===== config.mk =====
export PLATFORM = sky130hd
export DESIGN_NAME = seg7_scan_mux
export DESIGN_NICKNAME = d
export VERILOG_FILES = /design/src/rtl/seg7_pkg.sv /design/src/rtl/seg7_hex_decode.sv /design/src/rtl/seg7_scan_mux.sv
export SDC_FILE = /design/constraint.sdc
export NUM_CORES = 1
export LEC_CHECK = 0
export CAP_MARGIN = 10
export CELL_PAD_IN_SITES_DETAIL_PLACEMENT = 2
export CELL_PAD_IN_SITES_GLOBAL_PLACEMENT = 2
export CORE_MARGIN = 8
export CORE_UTILIZATION = 33
export DETAILED_ROUTE_END_ITERATION = 10
export GPL_ROUTABILITY_DRIVEN = 0
export PLACE_DENSITY_LB_ADDON = 0.1
export SLEW_MARGIN = 40
export SYNTH_ARGS = -nofsm -noshare
export SYNTH_HDL_FRONTEND = slang
export SYNTH_HIERARCHICAL = 1
export SYNTH_SLANG_ARGS = --single-unit
export TNS_END_PERCENT = 20

===== constraint.sdc =====
create_clock -name clk -period 2 [get_ports clk]
set_input_delay 0.4 -clock clk [delete_from_list [all_inputs] [get_ports clk]]
set_output_delay 0.4 -clock clk [all_outputs]
set_load 0.03 [all_outputs]

===== src/rtl/seg7_pkg.sv =====
`default_nettype none
// ============================================================================
//  Module   : seg7_pkg
//  Purpose  : Shared constants and helpers for the seven-segment scan driver:
//             active-low abcdefg patterns, scan FSM states, anode polarity
//             helpers and a minimum-one clog2.
//  Revision : 1.0  initial release
// ============================================================================
package seg7_pkg;

  // Active-low abcdefg patterns, a = MSB (0 = segment lit)
  localparam logic [6:0] SEG_0     = 7'b0000001;
  localparam logic [6:0] SEG_1     = 7'b1001111;
  localparam logic [6:0] SEG_2     = 7'b0010010;
  localparam logic [6:0] SEG_3     = 7'b0000110;
  localparam logic [6:0] SEG_4     = 7'b1001100;
  localparam logic [6:0] SEG_5     = 7'b0100100;
  localparam logic [6:0] SEG_6     = 7'b0100000;
  localparam logic [6:0] SEG_7     = 7'b0001111;
  localparam logic [6:0] SEG_8     = 7'b0000000;
  localparam logic [6:0] SEG_9     = 7'b0001100;
  localparam logic [6:0] SEG_A     = 7'b0001000;
  localparam logic [6:0] SEG_B     = 7'b1100000;
  localparam logic [6:0] SEG_C     = 7'b0110001;
  localparam logic [6:0] SEG_D     = 7'b1000010;
  localparam logic [6:0] SEG_E     = 7'b0110000;
  localparam logic [6:0] SEG_F     = 7'b0111000;
  localparam logic [6:0] SEG_BLANK = 7'h7F;
  localparam logic [6:0] SEG_ERR   = SEG_E;

  // Scan controller states: dark (disabled) or scanning
  typedef enum logic [0:0] {
    ST_DARK = 1'b0,
    ST_SCAN = 1'b1
  } scan_state_t;

  // Level that enables one anode line for the given polarity
  function automatic logic an_on(input logic active_low);
    return active_low ? 1'b0 : 1'b1;
  endfunction

  // Level that disables one anode line for the given polarity
  function automatic logic an_off(input logic active_low);
    return active_low ? 1'b1 : 1'b0;
  endfunction

  // Bits needed to count 0..n-1, never less than one
  function automatic int clog2_min1(input int n);
    int w;
    w = 1;
    for (int i = 1; i < 31; i++) begin
      if ((1 << i) < n) w = i + 1;
    end
    return w;
  endfunction

endpackage : seg7_pkg
`default_nettype wire


===== src/rtl/seg7_hex_decode.sv =====
`default_nettype none
// ============================================================================
//  Module   : seg7_hex_decode
//  Purpose  : Combinational nibble to active-low abcdefg pattern. With
//             hex_mode low, codes 10-15 display the error glyph 'E'.
//  Revision : 1.0  initial release
// ============================================================================
module seg7_hex_decode
  import seg7_pkg::*;
(
  input  logic [3:0] nib,
  input  logic       hex_mode,
  output logic [6:0] pat
);

  // Map the nibble onto its glyph; non-decimal codes collapse to 'E' in BCD mode
  always_comb begin
    pat = SEG_ERR;
    case (nib)
      4'h0:    pat = SEG_0;
      4'h1:    pat = SEG_1;
      4'h2:    pat = SEG_2;
      4'h3:    pat = SEG_3;
      4'h4:    pat = SEG_4;
      4'h5:    pat = SEG_5;
      4'h6:    pat = SEG_6;
      4'h7:    pat = SEG_7;
      4'h8:    pat = SEG_8;
      4'h9:    pat = SEG_9;
      4'hA:    pat = hex_mode ? SEG_A : SEG_ERR;
      4'hB:    pat = hex_mode ? SEG_B : SEG_ERR;
      4'hC:    pat = hex_mode ? SEG_C : SEG_ERR;
      4'hD:    pat = hex_mode ? SEG_D : SEG_ERR;
      4'hE:    pat = SEG_E;
      4'hF:    pat = hex_mode ? SEG_F : SEG_ERR;
      default: pat = SEG_ERR;
    endcase
  end

endmodule : seg7_hex_decode
`default_nettype wire


===== src/rtl/seg7_scan_mux.sv =====
`default_nettype none
// ============================================================================
//  Module   : seg7_scan_mux
//  Purpose  : Time-multiplexed N-digit seven-segment driver. Latches a
//             frame of {value, blank, dp} at each frame boundary, scans one
//             digit per refresh slot with a dead-time gap at slot start, and
//             drives registered shared segments plus one-hot anodes.
//  Options  : SEG7_LZB_EN - when defined, digits above the most significant
//             nonzero shadow nibble are blanked (digit 0 never is).
//  Revision : 1.0  initial release
// ============================================================================
module seg7_scan_mux
  import seg7_pkg::*;
#(
  parameter  int NUM_DIGITS    = 4,
  parameter  int REFRESH_DIV   = 50000,
  parameter  int DEAD_CYCLES   = 2,
  parameter  int HEX_MODE      = 0,
  parameter  int AN_ACTIVE_LOW = 1,
  localparam int c_scan_w      = clog2_min1(NUM_DIGITS)
) (
  input  logic                    clk,
  input  logic                    rst_n,
  input  logic                    en,
  input  logic [4*NUM_DIGITS-1:0] value,
  input  logic [NUM_DIGITS-1:0]   blank,
  input  logic [NUM_DIGITS-1:0]   dp,
  output logic [6:0]              seg,
  output logic                    seg_dp,
  output logic [NUM_DIGITS-1:0]   an,
  output logic [c_scan_w-1:0]     scan_idx,
  output logic                    frame_tick
);

  localparam int                  c_cnt_w     = clog2_min1(REFRESH_DIV);
  localparam logic [c_cnt_w-1:0]  c_slot_last = c_cnt_w'(REFRESH_DIV - 1);
  localparam logic [c_scan_w-1:0] c_idx_last  = c_scan_w'(NUM_DIGITS - 1);
  localparam logic                c_an_on_lvl = an_on(AN_ACTIVE_LOW != 0);
  localparam logic                c_an_off_lvl = an_off(AN_ACTIVE_LOW != 0);
  localparam logic [NUM_DIGITS-1:0] c_an_dark = {NUM_DIGITS{c_an_off_lvl}};

  scan_state_t                      r_state;
  scan_state_t                      w_state_nxt;
  logic [c_cnt_w-1:0]               r_slot_cnt;
  logic [c_cnt_w-1:0]               w_slot_cnt_nxt;
  logic [c_scan_w-1:0]              r_scan_idx;
  logic [c_scan_w-1:0]              w_scan_idx_nxt;
  logic                             w_load;
  logic                             w_frame_tick;

  // Frame shadow: the only copy of the inputs the display ever looks at
  logic [NUM_DIGITS-1:0][3:0]       r_sh_value;
  logic [NUM_DIGITS-1:0]            r_sh_blank;
  logic [NUM_DIGITS-1:0]            r_sh_dp;

  logic [6:0]                       r_seg;
  logic [6:0]                       w_seg_nxt;
  logic                             r_seg_dp;
  logic                             w_seg_dp_nxt;
  logic [NUM_DIGITS-1:0]            r_an;
  logic [NUM_DIGITS-1:0]            w_an_nxt;

  logic [3:0]                       w_cur_nib;
  logic                             w_cur_blank;
  logic                             w_cur_dp;
  logic                             w_cur_lzb;
  logic [6:0]                       w_dec_pat;
  logic                             w_in_dead;
  logic [NUM_DIGITS-1:0]            w_lz_blank;

  assign w_cur_nib   = r_sh_value[r_scan_idx];
  assign w_cur_blank = r_sh_blank[r_scan_idx];
  assign w_cur_dp    = r_sh_dp[r_scan_idx];
  assign w_cur_lzb   = w_lz_blank[r_scan_idx];
  assign w_in_dead   = (32'(r_slot_cnt) < 32'(DEAD_CYCLES));

`ifdef SEG7_LZB_EN
  // A digit is a leading zero when it and every digit above it are zero
  for (genvar k = 0; k < NUM_DIGITS; k++) begin : g_lzb
    if (k == 0) begin : g_lsd
      assign w_lz_blank[k] = 1'b0;
    end else begin : g_upper
      assign w_lz_blank[k] = (r_sh_value[NUM_DIGITS-1:k] == '0);
    end
  end
`else
  assign w_lz_blank = '0;
`endif

  seg7_hex_decode u_decode (
    .nib      (w_cur_nib),
    .hex_mode (HEX_MODE != 0),
    .pat      (w_dec_pat)
  );

  // Next state, slot/digit advance, shadow reload strobe and next display pattern
  always_comb begin
    w_state_nxt    = r_state;
    w_slot_cnt_nxt = r_slot_cnt;
    w_scan_idx_nxt = r_scan_idx;
    w_load         = 1'b0;
    w_frame_tick   = 1'b0;
    w_seg_nxt      = SEG_BLANK;
    w_seg_dp_nxt   = 1'b1;
    w_an_nxt       = c_an_dark;
    case (r_state)
      ST_DARK: begin
        w_slot_cnt_nxt = '0;
        w_scan_idx_nxt = '0;
        if (en) begin
          w_state_nxt = ST_SCAN;
          w_load      = 1'b1;
        end
      end
      ST_SCAN: begin
        if (!en) begin
          // Abandon the frame immediately; no partial completion
          w_state_nxt    = ST_DARK;
          w_slot_cnt_nxt = '0;
          w_scan_idx_nxt = '0;
        end else begin
          if (r_slot_cnt == c_slot_last) begin
            w_slot_cnt_nxt = '0;
            if (r_scan_idx == c_idx_last) begin
              w_scan_idx_nxt = '0;
              w_frame_tick   = 1'b1;
              w_load         = 1'b1;
            end else begin
              w_scan_idx_nxt = r_scan_idx + c_scan_w'(1);
            end
          end else begin
            w_slot_cnt_nxt = r_slot_cnt + c_cnt_w'(1);
          end
          if (!w_in_dead) begin
            w_an_nxt             = c_an_dark;
            w_an_nxt[r_scan_idx] = c_an_on_lvl;
            if (!w_cur_blank) begin
              w_seg_dp_nxt = ~w_cur_dp;
              w_seg_nxt    = w_cur_lzb ? SEG_BLANK : w_dec_pat;
            end
          end
        end
      end
      default: begin
        w_state_nxt    = ST_DARK;
        w_slot_cnt_nxt = '0;
        w_scan_idx_nxt = '0;
      end
    endcase
  end

  // FSM state register
  always_ff @(posedge clk or negedge rst_n) begin
    if (!rst_n) r_state <= ST_DARK;
    else        r_state <= w_state_nxt;
  end

  // Slot prescaler and digit index
  always_ff @(posedge clk or negedge rst_n) begin
    if (!rst_n) begin
      r_slot_cnt <= '0;
      r_scan_idx <= '0;
    end else begin
      r_slot_cnt <= w_slot_cnt_nxt;
      r_scan_idx <= w_scan_idx_nxt;
    end
  end

  // Frame shadow, reloaded only on scan start and at the frame wrap
  always_ff @(posedge clk or negedge rst_n) begin
    if (!rst_n) begin
      r_sh_value <= '0;
      r_sh_blank <= '0;
      r_sh_dp    <= '0;
    end else if (w_load) begin
      r_sh_value <= value;
      r_sh_blank <= blank;
      r_sh_dp    <= dp;
    end
  end

  // Registered pad drivers, one clock behind the slot counter and scan index
  always_ff @(posedge clk or negedge rst_n) begin
    if (!rst_n) begin
      r_seg    <= SEG_BLANK;
      r_seg_dp <= 1'b1;
      r_an     <= c_an_dark;
    end else begin
      r_seg    <= w_seg_nxt;
      r_seg_dp <= w_seg_dp_nxt;
      r_an     <= w_an_nxt;
    end
  end

  assign seg        = r_seg;
  assign seg_dp     = r_seg_dp;
  assign an         = r_an;
  assign scan_idx   = r_scan_idx;
  assign frame_tick = w_frame_tick;

endmodule : seg7_scan_mux
`default_nettype wire


==> Yosys cells after proc, flatten, opt, wreduce, memory -nomap -nowiden <==
Index checks and enable logic that the tools add are counted.
{ "classes": {"muxes": 36, "n_addsub": 2, "n_reduce_logical": 3, "n_bitwise": 3, "magnitude_cmp": 3, "n_eq_ne": 18} }
{ "op_table": {"columns": ["operator", "count"], "rows": [
  ["7-bit case mux with 11 select lines", 1],
  ["7-bit two-way mux", 5],
  ["4-bit == test, second input constant", 8],
  ["16-bit two-way mux", 2],
  ["16-bit case mux with 2 select lines", 1],
  ["16-bit by 1-bit adder with 16-bit output, second input constant", 1],
  ["16-bit == test, second input constant", 1],
  ["4-bit by 3-bit == test with 1-bit output, second input constant", 4],
  ["16-bit by 2-bit < comparator with 1-bit output, second input constant", 1],
  ["4-bit two-way mux", 4],
  ["1-bit two-way mux", 13],
  ["4-bit binary-select mux with 2-bit select", 1],
  ["4-bit by 2-bit == test with 1-bit output, second input constant", 2],
  ["1-bit binary-select mux with 2-bit select", 3],
  ["2-bit two-way mux", 3],
  ["6-bit OR reduction", 1],
  ["4-bit by 1-bit == test with 1-bit output, second input constant", 1],
  ["4-bit logical NOT", 1],
  ["4-bit NOT", 1],
  ["2-bit case mux with 2 select lines", 1],
  ["2-bit by 3-bit < comparator with 1-bit output, second input constant", 1],
  ["3-bit by 2-bit inequality test with 1-bit output, second input constant", 1],
  ["2-bit by 1-bit adder with 2-bit output, second input constant", 1],
  ["1-bit demux with 2-bit select", 1],
  ["other kinds (5)", 6]
]} }
{ "word_totals": {"output_inout_bits": 15, "inputBits": 27, "regBits": 55, "wordCells": 77} }

==> Longest topological paths before layout <==
{ "logic_depth": {"word_depth": 10, "mapped_depth": 7, "mapped_depth_nobuf": 5} }

==> Cells and area by module <==
The synthesis kept the hierarchy.
{ "modules_own_cells": {"columns": ["mod", "area_each_um2", "cells_per_inst", "instances"], "rows": [
  ["seg7_scan_mux", 2621.3, 195, 1],
  ["seg7_hex_decode", 237.7, 35, 1]
]} }

==> Least setup slack after synthesis <==
Ideal clock, no wire load.
{ "synth_path": {"path_type": "flip-flop to flip-flop", "from": "reg r_scan_idx[0] (netlist: scan_idx[0])", "to": "reg r_seg[3] (netlist: seg[3])", "synth_period_minus_slack_ns": 2.280, "path_stages_with_launch": 6, "setup_ns": 0.091, "path_buffers": 1, "t_arrival_ns": 2.189, "slack_ns": -0.280, "cell_sequence": "dfrtp_1 > clkbuf_1 > mux4_2 > nor3b_2 > o32a_1 > nand2b_1"} }
{ "synth_between": {"elab_chain_cells": 10, "elab_cells_between_ends": 29, "classes_between": "eq/ne (15); mux (12); reduce/logical (2)"} }
{ "synth_lines": {"columns": ["item", "line", "source"], "rows": [
  ["from (decl)", "seg7_scan_mux.sv:46", "logic [c_scan_w-1:0] r_scan_idx;"],
  ["from (signal assigned)", "seg7_scan_mux.sv:165", "r_scan_idx <= w_scan_idx_nxt;"],
  ["4-bit binary-select mux with 2-bit select *", "seg7_scan_mux.sv:71", "assign w_cur_nib = r_sh_value[r_scan_idx];"],
  ["4-bit two-way mux (not written as such) *", "seg7_scan_mux.sv:71", null],
  ["via w_cur_nib[2]", "seg7_scan_mux.sv:63", "logic [3:0] w_cur_nib;"],
  ["4-bit == test", "seg7_hex_decode.sv:19", "case (nib)"],
  ["6-bit OR reduction (no line)", null, null],
  ["7-bit case mux with 11 select lines *", "seg7_hex_decode.sv:19", null],
  ["via w_dec_pat[3]", "seg7_scan_mux.sv:67", "logic [6:0] w_dec_pat;"],
  ["7-bit two-way mux *", "seg7_scan_mux.sv:139", "w_seg_nxt = w_cur_lzb ? SEG_BLANK : w_dec_pat;"],
  ["7-bit two-way mux *", "seg7_scan_mux.sv:137", "if (!w_cur_blank) begin"],
  ["7-bit two-way mux *", "seg7_scan_mux.sv:134", "if (!w_in_dead) begin"],
  ["7-bit two-way mux *", "seg7_scan_mux.sv:116", "if (!en) begin"],
  ["7-bit two-way mux *", "seg7_scan_mux.sv:106", "case (r_state)"],
  ["via w_seg_nxt[3]", "seg7_scan_mux.sv:57", "logic [6:0] w_seg_nxt;"],
  ["to (signal assigned)", "seg7_scan_mux.sv:189", "r_seg <= w_seg_nxt;"],
  ["to (decl)", "seg7_scan_mux.sv:56", "logic [6:0] r_seg;"]
]} }
The timed path passes the listed nets; every way through them passes the cells marked *. The select of a mux whose other input is x is not followed.
A chain may end at the register's enable or synchronous reset.

==> Worst setup path in the final report <==
{ "layout_path": {"from": "reg r_slot_cnt[0]", "to": "out frame_tick"} }
{ "layout_between": {"elab_chain_cells": 4} }
{ "layout_lines": {"columns": ["item", "line", "source"], "rows": [
  ["from (decl)", "seg7_scan_mux.sv:44", "logic [c_cnt_w-1:0] r_slot_cnt;"],
  ["from (signal assigned)", "seg7_scan_mux.sv:164", "r_slot_cnt <= w_slot_cnt_nxt;"],
  ["16-bit == test", "seg7_scan_mux.sv:122", "if (r_slot_cnt == c_slot_last) begin"],
  ["1-bit two-way mux", "seg7_scan_mux.sv:122", null],
  ["1-bit two-way mux", "seg7_scan_mux.sv:116", null],
  ["1-bit two-way mux", "seg7_scan_mux.sv:106", null],
  ["to (decl)", "seg7_scan_mux.sv:32", "output logic frame_tick"]
]} }
No other way between the ends.

==> impl_metrics.yaml <==
outcome:
  run_status: "finished with violations"
  violated_checks: "setup timing"
logic_synthesis:
  post_synthesis_mean_instance_area_um2: 12.4
  synthDominantCellAreaShare_pct: 37.6
  synth.most_common_cell: "dfrtp_1"
  ys_ff_latch: 55
  synth_enable_flop_cells: 0
  yosys.area.top_type: "dfrtp_1"
  synth_top_area_cells: "dfrtp_1 (38%), dfstp_2 (11%), mux2_4 (11%), mux4_2 (4.7%), nand2b_1 (2.4%)"
  synth.cells.most_frequent: "dfrtp_1 (43), mux2_4 (20), nor2_1 (17), dfstp_2 (12)"
  synth_async_sr_flop_share_pct: 100
  synthDistinctLibCells: 51
  yosys_warnings: 6
  synth_top_flop_cell: "dfrtp_1"
  seq_area_frac_synth_pct: 48.7
  post_synth_inst_count: 230
  post_synth_instance_area_um2: 2860
sta:
  fin_skew_ns: 0.0100
  worst_slack_ns: -0.0173
  slew_viol_final: 0
  period_minus_ws_final_ns: 2.02
  tns_ns: -0.0173
  fmax_mhz: 496
  min_period_over_period_pct: 101
  report.final.setup_viol: 1
  worst_slack_on_hold_paths_ns: 0.0557
  report.final.hold_viol_count: 0
  unrepaired_setup_endpoints_after_global_routing: "true"
route:
  drtIter0Drc: 28
  postRouteAntennaNets: 0
  totalWireLength_mm: 7.21
  drt-wirelength-per-cell_um: 17.9
  routed-via-count: 2008
  drc: 0
  dr.pass1.iters: 4
  vias_per_cell: 5.00
floorplanning:
  die_width_um: 109
  io_pins: 42
  floorplan.die_area_um2: 11900
  floorplan.rows: 34
  die_y_um: 109
  core_um2: 8550
  floorplan.initialDensity_pct: 33.4
cts:
  cts_made_buffers: 5
  postCtsHoldBufs: 0
  cts_htree_levels: 2
  clock_pin_slew_on_the_worst_setup_and_hold_paths_ns: 0.10
  clock-sinks: 55
  cts_tree: "yes"
  ctsRootBufferMaster: "clkbuf_8"
  ctsLongestPathBuffers: 2
  insertion_delay_to_the_later_sink_of_the_worst_skew_pair_ns: 0.31
final_layout:
  finalNetCount: 325
  insertedDiodeCount: 0
  final_design_area_no_fill_um2: 3670
  area.growth.synth_to_final_pct: 28.4
  layout-drive-gt1-share_pct: 31.3
  fin_util_pct: 42.9
flow_run:
  maxcap_viol_count: 0
placement:
  port_buffers: 41
  detailedPlacementHpwl_mm: 5.24
  place_area_um2: 3470
setup_path:
  worst-endpoint-arrival_ns: 1.62
  worst-setup-path-type: "flop to output pin"
  critPathLaunchType: "flop"
  crit_path_end_kind: "output pin"
  worst-path-max-fanout: 5
  worstPathRequired_ns: 1.60
power_and_ir_drop:
  power_density_nw_per_um2: 657
  power.total_w: 0.00241
  leakage_nw: 1.54
  ir_worst_vdd_mv: 0.356
global_routing:
  via_count_of_the_first_global_routing_pass: 2273
  grt_antenna_before_repair: 0
  largest_net_degree_at_the_start_of_global_routing: 56
  overall_global_routing_usage_pct: 12.9
  grt_first_pass_wirelength_mm: 12.0
  sum_of_overflow_across_all_layers_after_global_routing: 0
hold_path:
  worst_hold_path_type: "input port to async pin"
-- sequential cells by signal, indices dropped and copies added, names as in the netlist, 2 cells and up --
| signal | count |
|---|---|
| r_sh_value | 16 |
| r_sh_blank | 4 |
| r_sh_dp | 4 |
| seg | 7 |
| scan_idx | 2 |
| an | 4 |
| r_slot_cnt | 16 |
-- final timing paths --
check / from / to / slack (ns) / depth (start not counted)
setup / recovery: r_slot_cnt[0] / frame_tick / -0.02 / 5
hold / removal: rst_n / r_slot_cnt[10] / 0.06 / 2
setup reg to reg: r_slot_cnt[0] / r_sh_value[14] / 0.04 / 7
hold reg to reg: r_sh_blank[3] / r_sh_blank[3] / 0.52 / 1
max in group asynchronous: rst_n / seg[2] / 1.61 / 2
min in group clk: r_sh_blank[3] / r_sh_blank[3] / 0.52 / 1
-- report_power, final --
group | total, W | leakage, nW | switching (W) | internal, W
logic | 0.000417 | 0.820 | 0.000170 | 0.000247
registers | 0.00124 | 0.665 | 0.0000479 | 0.00119
clock network | 0.000759 | 0.0581 | 0.000385 | 0.000374
total | 0.00241 | 1.54 | 0.000603 | 0.00181
-- through the flow --
step,instances,worst slack [ns]
CTS,396,-0.0631
finish,402,-0.0173
floorplan,233,0.0241
global placement,386,0.110
global route,402,-0.0752
detailed placement,386,0.0164
-- worst max-delay path, stage by stage, from the launching register on --
cell	delay, ns
dfrtp_1	0.42
ha_2	0.21
and4_2	0.25
nand4_4	0.14
nor2_4	0.14
buf_6	0.14
-- metal layers --
metal | vias to the layer above | track usage, % | routed length, um
met3 | 6 | 3.13 | 298
met2 | 32 | 20.4 | 3410
li1 | 940 | - | -
met4 | 0 | 3.23 | 74
met5 | - | 0 | 0
met1 | 1030 | 17.2 | 3430
-- final cells by class --
cell class / instances / area, um^2
Fill cell: 886 / 4880
Sequential cell: 55 / 1400
Multi-Input combinational cell: 157 / 1360
Timing Repair Buffer: 66 / 634
Tap cell: 108 / 135
Clock buffer: 5 / 68.8
Clock inverter: 3 / 43.8
Inverter: 8 / 30.0
-- layout by cell type, fill, tap and decap left out, types with 4 or more instances in the layout --
cell type and count:
nand4_1 7, nand3_1 9, ha_1 4, nor2_1 16
nand2b_1 11, clkdlybuf4s50_1 38, inv_1 8, clkbuf_8 5
dfstp_2 12, xor2_1 6, mux2_4 20, nand2_1 11
a21oi_1 6, dfrtp_1 40, conb_1 4, mux2_2 4
buf_4 22, mux4_2 6, xnor2_1 6
-- logic make-up after synthesis --
family | count (synthesis) | synth area share, %
AO/OA/AOI/OAI | 24 | 6.26
XOR/XNOR | 12 | 3.68
adder cells (fa/ha/maj) | 5 | 2.19
multiplexers | 32 | 17.5
AND/OR/NAND/NOR | 80 | 16.7
flip-flops | 55 | 48.7
other | 1 | 0.131
buffers and inverters | 21 | 4.86
-- timing repair --
action / CTS / global route
endpoints found under the setup margin: 3 / 4
setup buffers: 2 / 6
pin swaps: 3 / 2
resized for setup: 5 / 5
gates cloned: 0 / 0
Note: power is estimated with default switching activity, not from simulation.
